$ cat src/rtl/div_iter_param_pkg.sv
// Shared constants for the iterative radix-2 restoring divider: FSM encodings,
// handshake levels and the default operand width.
package div_iter_param_pkg;

  localparam int DIV_DEFAULT_WIDTH = 32;

  typedef logic [2:0] div_state_t;

  localparam div_state_t DIV_FREE   = 3'd0;
  localparam div_state_t DIV_BYZERO = 3'd1;
  localparam div_state_t DIV_ON     = 3'd2;
  localparam div_state_t DIV_FIXUP  = 3'd3;
  localparam div_state_t DIV_END    = 3'd4;

  localparam logic DivStart          = 1'b1;
  localparam logic DivStop           = 1'b0;
  localparam logic DivResultReady    = 1'b1;
  localparam logic DivResultNotReady = 1'b0;

endpackage

$ cat src/rtl/div_iter_param_clz.sv
// Combinational leading-zero counter; an all-zero input reports WIDTH.
// Used by div_iter_param only when DIV_EARLY_OUT_EN is defined.
module div_clz #(
  parameter int WIDTH = 32,
  parameter int CNT_W = $clog2(WIDTH) + 1
) (
  input  logic [WIDTH-1:0] data_i,
  output logic [CNT_W-1:0] count_o
);

  logic found;

  always_comb begin
    count_o = CNT_W'(WIDTH);
    found   = 1'b0;
    for (int i = WIDTH - 1; i >= 0; i--) begin
      if (!found && data_i[i]) begin
        count_o = CNT_W'(WIDTH - 1 - i);
        found   = 1'b1;
      end
    end
  end

endmodule

$ cat src/rtl/div_iter_param.sv
// Parametrised iterative radix-2 restoring divider returning {remainder, quotient}.
// Define DIV_EARLY_OUT_EN to skip the dividend's leading zeros (shorter latency).
module div_iter_param
  import div_iter_param_pkg::*;
#(
  parameter int  WIDTH = DIV_DEFAULT_WIDTH,
  localparam int CNT_W = $clog2(WIDTH) + 1
) (
  input  logic               clk,
  input  logic               rst,
  input  logic               signed_div_i,
  input  logic [WIDTH-1:0]   opdata1_i,
  input  logic [WIDTH-1:0]   opdata2_i,
  input  logic               start_i,
  input  logic               annul_i,
  output logic [2*WIDTH-1:0] result_o,
  output logic               ready_o,
  output logic               div_zero_o,
  output logic               busy_o
);

  // Handshake: start_i is held high until the requester has consumed the
  // result; ready_o stays high in END while start_i=1, and dropping start_i
  // returns the unit to FREE. annul_i overrides start_i in every state.

  div_state_t          state_q, state_d;
  logic [CNT_W-1:0]    cnt_q, cnt_d;
  logic [WIDTH-1:0]    rem_q, rem_d;
  logic [WIDTH-1:0]    quo_q, quo_d;
  logic [WIDTH-1:0]    bmag_q, bmag_d;
  logic                sgn_q, sgn_d;
  logic                dz_q, dz_d;
  logic [2*WIDTH-1:0]  result_q, result_d;
  logic                ready_q, ready_d;
  logic                dzo_q, dzo_d;

  logic [WIDTH-1:0]    abs_a, abs_b;
  logic [CNT_W-1:0]    lz;
  logic [WIDTH:0]      prem_shift;
  logic [WIDTH+1:0]    trial;
  logic                unused_bits;

  assign abs_a = (signed_div_i && opdata1_i[WIDTH-1]) ? -opdata1_i : opdata1_i;
  assign abs_b = (signed_div_i && opdata2_i[WIDTH-1]) ? -opdata2_i : opdata2_i;

`ifdef DIV_EARLY_OUT_EN
  div_clz #(.WIDTH(WIDTH), .CNT_W(CNT_W)) u_clz (
    .data_i  (abs_a),
    .count_o (lz)
  );
`else
  assign lz = '0;
`endif

  // The shifted remainder keeps one extra bit so divisors above 2^(WIDTH-1)
  // (unsigned) still compare correctly; the extra MSB of trial is its sign.
  assign prem_shift  = {rem_q, quo_q[WIDTH-1]};
  assign trial       = {1'b0, prem_shift} - {2'b00, bmag_q};
  assign unused_bits = &{1'b0, trial[WIDTH], prem_shift[WIDTH]};

  always_comb begin
    state_d  = state_q;
    cnt_d    = cnt_q;
    rem_d    = rem_q;
    quo_d    = quo_q;
    bmag_d   = bmag_q;
    sgn_d    = sgn_q;
    dz_d     = dz_q;
    result_d = result_q;
    ready_d  = ready_q;
    dzo_d    = dzo_q;

    if (annul_i && state_q != DIV_FREE) begin
      state_d  = DIV_FREE;
      ready_d  = DivResultNotReady;
      result_d = '0;
      dzo_d    = 1'b0;
    end else begin
      case (state_q)
        DIV_FREE: begin
          ready_d  = DivResultNotReady;
          result_d = '0;
          dzo_d    = 1'b0;
          if (start_i == DivStart && !annul_i) begin
            sgn_d = signed_div_i;
            dz_d  = 1'b0;
            if (opdata2_i == '0) begin
              state_d = DIV_BYZERO;
            end else begin
              bmag_d  = abs_b;
              rem_d   = '0;
              cnt_d   = lz;
              quo_d   = abs_a << lz;
`ifdef DIV_EARLY_OUT_EN
              state_d = (lz == CNT_W'(WIDTH)) ? DIV_FIXUP : DIV_ON;
`else
              state_d = DIV_ON;
`endif
            end
          end
        end
        DIV_ON: begin
          if (!trial[WIDTH+1]) begin
            rem_d = trial[WIDTH-1:0];
            quo_d = {quo_q[WIDTH-2:0], 1'b1};
          end else begin
            rem_d = prem_shift[WIDTH-1:0];
            quo_d = {quo_q[WIDTH-2:0], 1'b0};
          end
          cnt_d = cnt_q + 1'b1;
          if (cnt_q == CNT_W'(WIDTH - 1)) begin
            state_d = DIV_FIXUP;
          end
        end
        DIV_FIXUP: begin
          // Operand MSBs are re-read here; the requester holds them stable.
          if (sgn_q && (opdata1_i[WIDTH-1] ^ opdata2_i[WIDTH-1])) begin
            quo_d = -quo_q;
          end
          if (sgn_q && opdata1_i[WIDTH-1]) begin
            rem_d = -rem_q;
          end
          state_d = DIV_END;
        end
        DIV_BYZERO: begin
          quo_d   = '0;
          rem_d   = '0;
          dz_d    = 1'b1;
          state_d = DIV_END;
        end
        DIV_END: begin
          if (start_i == DivStart) begin
            ready_d  = DivResultReady;
            result_d = {rem_q, quo_q};
            dzo_d    = dz_q;
          end else begin
            ready_d  = DivResultNotReady;
            result_d = '0;
            dzo_d    = 1'b0;
            state_d  = DIV_FREE;
          end
        end
        default: begin
          state_d  = DIV_FREE;
          ready_d  = DivResultNotReady;
          result_d = '0;
          dzo_d    = 1'b0;
        end
      endcase
    end
  end

  always_ff @(posedge clk or posedge rst) begin
    if (rst) begin
      state_q  <= DIV_FREE;
      cnt_q    <= '0;
      rem_q    <= '0;
      quo_q    <= '0;
      bmag_q   <= '0;
      sgn_q    <= 1'b0;
      dz_q     <= 1'b0;
      result_q <= '0;
      ready_q  <= DivResultNotReady;
      dzo_q    <= 1'b0;
    end else begin
      state_q  <= state_d;
      cnt_q    <= cnt_d;
      rem_q    <= rem_d;
      quo_q    <= quo_d;
      bmag_q   <= bmag_d;
      sgn_q    <= sgn_d;
      dz_q     <= dz_d;
      result_q <= result_d;
      ready_q  <= ready_d;
      dzo_q    <= dzo_d;
    end
  end

  assign result_o   = result_q;
  assign ready_o    = ready_q;
  assign div_zero_o = dzo_q;
  assign busy_o     = (state_q != DIV_FREE);

endmodule

$ cat config.mk
export PLATFORM = sky130hd
export DESIGN_NAME = div_iter_param
export DESIGN_NICKNAME = d
export VERILOG_FILES = /design/src/rtl/div_iter_param_pkg.sv /design/src/rtl/div_iter_param_clz.sv /design/src/rtl/div_iter_param.sv
export SDC_FILE = /design/constraint.sdc
export NUM_CORES = 1
export LEC_CHECK = 0
export CORE_ASPECT_RATIO = 2
export CORE_MARGIN = 3
export CORE_UTILIZATION = 50
export CTS_CLUSTER_SIZE = 40
export DETAILED_ROUTE_END_ITERATION = 16
export MAX_ROUTING_LAYER = met4
export PLACE_DENSITY = 0.77
export SYNTH_ARGS = -nofsm -noshare
export SYNTH_HDL_FRONTEND = slang
export SYNTH_HIERARCHICAL = 1
export SYNTH_SLANG_ARGS = --single-unit
$ cat constraint.sdc
create_clock -name clk -period 14.5 [get_ports clk]
set_input_delay 4.35 -clock clk [delete_from_list [all_inputs] [get_ports clk]]
set_output_delay 4.35 -clock clk [all_outputs]
set_load 0.01 [all_outputs]
==> flow_results.xml <==
<?xml version="1.0" encoding="UTF-8"?>
<metrics>
  <group name="run_status">
    <metric name="result_of_the_run" unit="">complete, no violations</metric>
  </group>
  <group name="synth">
    <metric name="syn_avg_cell_area" unit="um^2">8.641</metric>
    <metric name="postSynthRegisterBits" unit="">173</metric>
    <metric name="synth.yosys.seq_area_share" unit="%">36.68</metric>
    <metric name="synthArstFlopShare" unit="%">100.0</metric>
    <metric name="synthDominantCellAreaShare" unit="%">36.68</metric>
    <metric name="synthesis.instances" unit="">1366</metric>
    <metric name="synthDistinctLibCells" unit="">82</metric>
    <metric name="post_synth_main_area_contributors" unit="">dfrtp_1 37%, o21ai_0 5.5%, a22o_1 4.9%, a21oi_1 4.5%, ha_1 3.9%</metric>
    <metric name="synth_warnings" unit="">6</metric>
    <metric name="postSynth.topFlopCell" unit="">dfrtp_1</metric>
    <metric name="synth_fp_nets" unit="">1473</metric>
    <metric name="yosysTopAreaCell" unit="">dfrtp_1</metric>
    <metric name="synthesis.area" unit="mm^2">0.01180</metric>
    <metric name="synth_edf_count" unit="">0</metric>
  </group>
  <group name="clock_network">
    <metric name="clock_sinks" unit="">173</metric>
    <metric name="path_clk_slew" unit="ps">70</metric>
    <metric name="cts-resized-gates" unit="">0</metric>
    <metric name="cts_hold_buffers" unit="">0</metric>
    <metric name="clock_path_buffers" unit="">2</metric>
    <metric name="post_cts_buffers" unit="">0</metric>
    <metric name="tritoncts_clock_tree" unit="">yes</metric>
    <metric name="root_buffer" unit="">clkbuf_16</metric>
    <metric name="clkLatencyLatePin" unit="ps">450</metric>
    <metric name="cts_made_buffers" unit="">17</metric>
    <metric name="clock_tree.htree_level_count" unit="">4</metric>
  </group>
  <group name="power_and_ir_drop">
    <metric name="pwr-share-comb" unit="%">22.7</metric>
    <metric name="seq_power_share" unit="%">42.9</metric>
    <metric name="netSwitchingFraction" unit="%">31.92</metric>
    <metric name="worst_ir_drop_on_vdd" unit="V">0.00006574</metric>
    <metric name="power.share.clock" unit="%">34.5</metric>
    <metric name="pwr_density_cell" unit="mW/mm^2">95.18</metric>
    <metric name="switching_power" unit="uW">417.6</metric>
    <metric name="power.leakage" unit="uW">0.005810</metric>
    <metric name="cell_internal_pwr" unit="uW">890.5</metric>
  </group>
  <group name="floorplanning">
    <metric name="fp.dieArea" unit="mm^2">0.02560</metric>
    <metric name="die_h" unit="um">223.3</metric>
    <metric name="ioPinCount" unit="">136</metric>
    <metric name="floorplan.initialDensity" unit="%">51.47</metric>
    <metric name="fp-row-count" unit="">78</metric>
    <metric name="die_width" unit="um">114.6</metric>
    <metric name="core_region_area" unit="mm^2">0.02293</metric>
  </group>
  <group name="drt">
    <metric name="num_vias" unit="">11160</metric>
    <metric name="antenna_violating_nets_post_route" unit="">0</metric>
    <metric name="drt-total-wl" unit="um">36990</metric>
    <metric name="wire_per_inst" unit="um">21.31</metric>
    <metric name="drt-vias-per-instance" unit="">6.430</metric>
    <metric name="drt_drc_violations_left" unit="">0</metric>
    <metric name="drt-pass1-iter-count" unit="">5</metric>
    <metric name="drt_first_iter_violations" unit="">663</metric>
  </group>
  <group name="global_route">
    <metric name="wire_length_of_the_first_global_routing_pass" unit="um">57970</metric>
    <metric name="grtUsageTotal" unit="%">29.75</metric>
    <metric name="first_global_vias" unit="">11060</metric>
    <metric name="grt-ovfl-total" unit="">0</metric>
    <metric name="grt_max_degree" unit="">102</metric>
    <metric name="antenna_found_initial" unit="">0</metric>
  </group>
  <group name="sta">
    <metric name="rsz0062_at_grt" unit="">false</metric>
    <metric name="slew_at_the_pin_with_the_worst_max_slew_slack" unit="ps">1034</metric>
    <metric name="drv_slew" unit="">0</metric>
    <metric name="finalSetupTns" unit="ps">0</metric>
    <metric name="fmaxAchievable" unit="GHz">0.1272</metric>
    <metric name="final.setup_skew" unit="ps">8.216</metric>
    <metric name="timing.hold.ws" unit="ps">484.2</metric>
    <metric name="setup_viol_count_final" unit="">0</metric>
    <metric name="final_hold_vios" unit="">0</metric>
    <metric name="worst_slew_margin_rel" unit="%">30.42</metric>
    <metric name="final_period_utilization" unit="%">54.22</metric>
    <metric name="layout_min_cycle_time" unit="ps">7862</metric>
  </group>
  <group name="worst_setup_path">
    <metric name="critical_path.startpoint_type" unit="">primary input</metric>
    <metric name="arrival" unit="ps">8170</metric>
    <metric name="required_time_at_the_endpoint_of_the_critical_path" unit="ps">14810</metric>
    <metric name="path_class" unit="">in2reg</metric>
    <metric name="critical_path_peak_fanout" unit="">25</metric>
    <metric name="critical_path.endpoint_type" unit="">flip-flop</metric>
  </group>
  <group name="placement">
    <metric name="final_weighted_congestion_in_routability_driven_placement" unit="">0.9220</metric>
    <metric name="placed_cell_area" unit="mm^2">0.01319</metric>
    <metric name="dp.final_hpwl" unit="um">27180</metric>
    <metric name="io_buffer_count" unit="">135</metric>
  </group>
  <group name="finish">
    <metric name="area.growth.synth_to_final" unit="%">16.44</metric>
    <metric name="insertedDiodeCount" unit="">0</metric>
    <metric name="proportion_of_layout_cells_with_a_drive_suffix_above_1" unit="%">5.151</metric>
    <metric name="finalNetCount" unit="">1552</metric>
    <metric name="leading_cell_type_in_the_layout_fill_and_taps_excluded" unit="">dfrtp_1</metric>
    <metric name="finalInstanceArea" unit="mm^2">0.01374</metric>
    <metric name="mostFrequentLayoutCells" unit="">173 x dfrtp_1, 135 x clkdlybuf4s50_1, 130 x o21ai_0, 117 x nor2_1, 106 x a21oi_1</metric>
    <metric name="fill_cells" unit="">2005</metric>
  </group>
  <group name="worst_hold_path">
    <metric name="hold_class" unit="">reg2reg</metric>
  </group>
  <group name="run">
    <metric name="timing.max_cap.violations" unit="">0</metric>
  </group>
</metrics>
logic make-up after synthesis:
| kind of cell | synth area share [%] |
|---|---|
| xor+xnor | 7.346 |
| simple gates | 19.02 |
| fa+ha+maj | 4.092 |
| flops | 36.68 |
| mux | 2.555 |
| compound gates | 24.78 |
| buf+inv | 5.533 |
routing by layer:
layer	GRT usage, %	share of wire, %
met5	-	0
met4	21.52	8.2
met3	4.289	4.6
met2	51.55	53
met1	29.64	34
per-stage QoR:
step / instances / util (%) / worst slack (ps) / total power [uW]
6_report: 1736 / 59.93 / 6638 / 1308
5_1_grt: 1736 / 59.93 / 6312 / 1366
4_1_cts: 1736 / 59.93 / 6674 / 1312
3_5_place_dp: 1706 / 57.50 / 6173 / 860.8
3_3_place_gp: 1706 / 57.50 / 6208 / 854.9
2_1_floorplan: 1366 / - / 5462 / 756.3
final timing paths:
kind	startpoint	to	slack, ps	depth (start not counted)
setup / recovery	opdata2_i[0]	rem_q[27]$_DFFE_PP0P_	6640	11
hold / removal	ready_o$_DFFE_PP0P_	ready_o$_DFFE_PP0P_	480	1
setup reg to reg	quo_q[31]$_DFFE_PP0P_	rem_q[24]$_DFFE_PP0P_	10560	12
hold reg to reg	ready_o$_DFFE_PP0P_	ready_o$_DFFE_PP0P_	480	1
max in group asynchronous	rst	bmag_q[8]$_DFFE_PP0P_	8490	3
min in group asynchronous	rst	result_o[57]$_DFFE_PP0P_	4500	2
sequential cells by signal (all words and copies together), names as in the netlist:
register / flops
quo_q: 32
rem_q: 32
cnt_q: 6
bmag_q: 32
ready_o: 1
result_o: 64
div_zero_o: 1
dz_q: 1
sgn_q: 1
state_q: 3
power by group through the flow:
stage / clock network, uW / registers (uW) / logic (uW)
2_1_floorplan: 0 / 550 / 207
3_3_place_gp: 0 / 567 / 287
3_5_place_dp: 0 / 568 / 292
4_1_cts: 458 / 560 / 294
5_1_grt: 476 / 565 / 325
6_report: 451 / 561 / 296
worst max-delay path, stage by stage:
cell and delay, ps:
clkdlybuf4s50_1 420, inv_1 100, ha_1 160, or3b_2 500, nor4_2 620, nand4_1 310, and2_1 500, nand2_1 820
nor3b_1 110, a21oi_1 150, o221ai_1 120
synthesized netlist by cell type (21+ instances only):
library cell	count
nor2_1	118
clkbuf_1	61
a22o_1	66
xnor2_1	51
inv_1	61
dfrtp_1	173
ha_1	37
nor4_1	21
o21ai_0	130
nand2_1	106
mux2i_1	29
nor3_1	48
xor2_1	48
a21oi_1	106
final cells by class:
class | instances | area (um^2) | area share [%]
flip-flops and latches | 173 | 4329 | 31.50
clock inverters | 8 | 92.59 | 0.6736
multi-input cells | 1047 | 6848 | 49.82
well taps | 280 | 350.3 | 2.549
clock buffers | 22 | 464.2 | 3.377
inverters | 61 | 234.0 | 1.702
repair buffers | 145 | 1426 | 10.38
(Power assumes the default switching activity.)
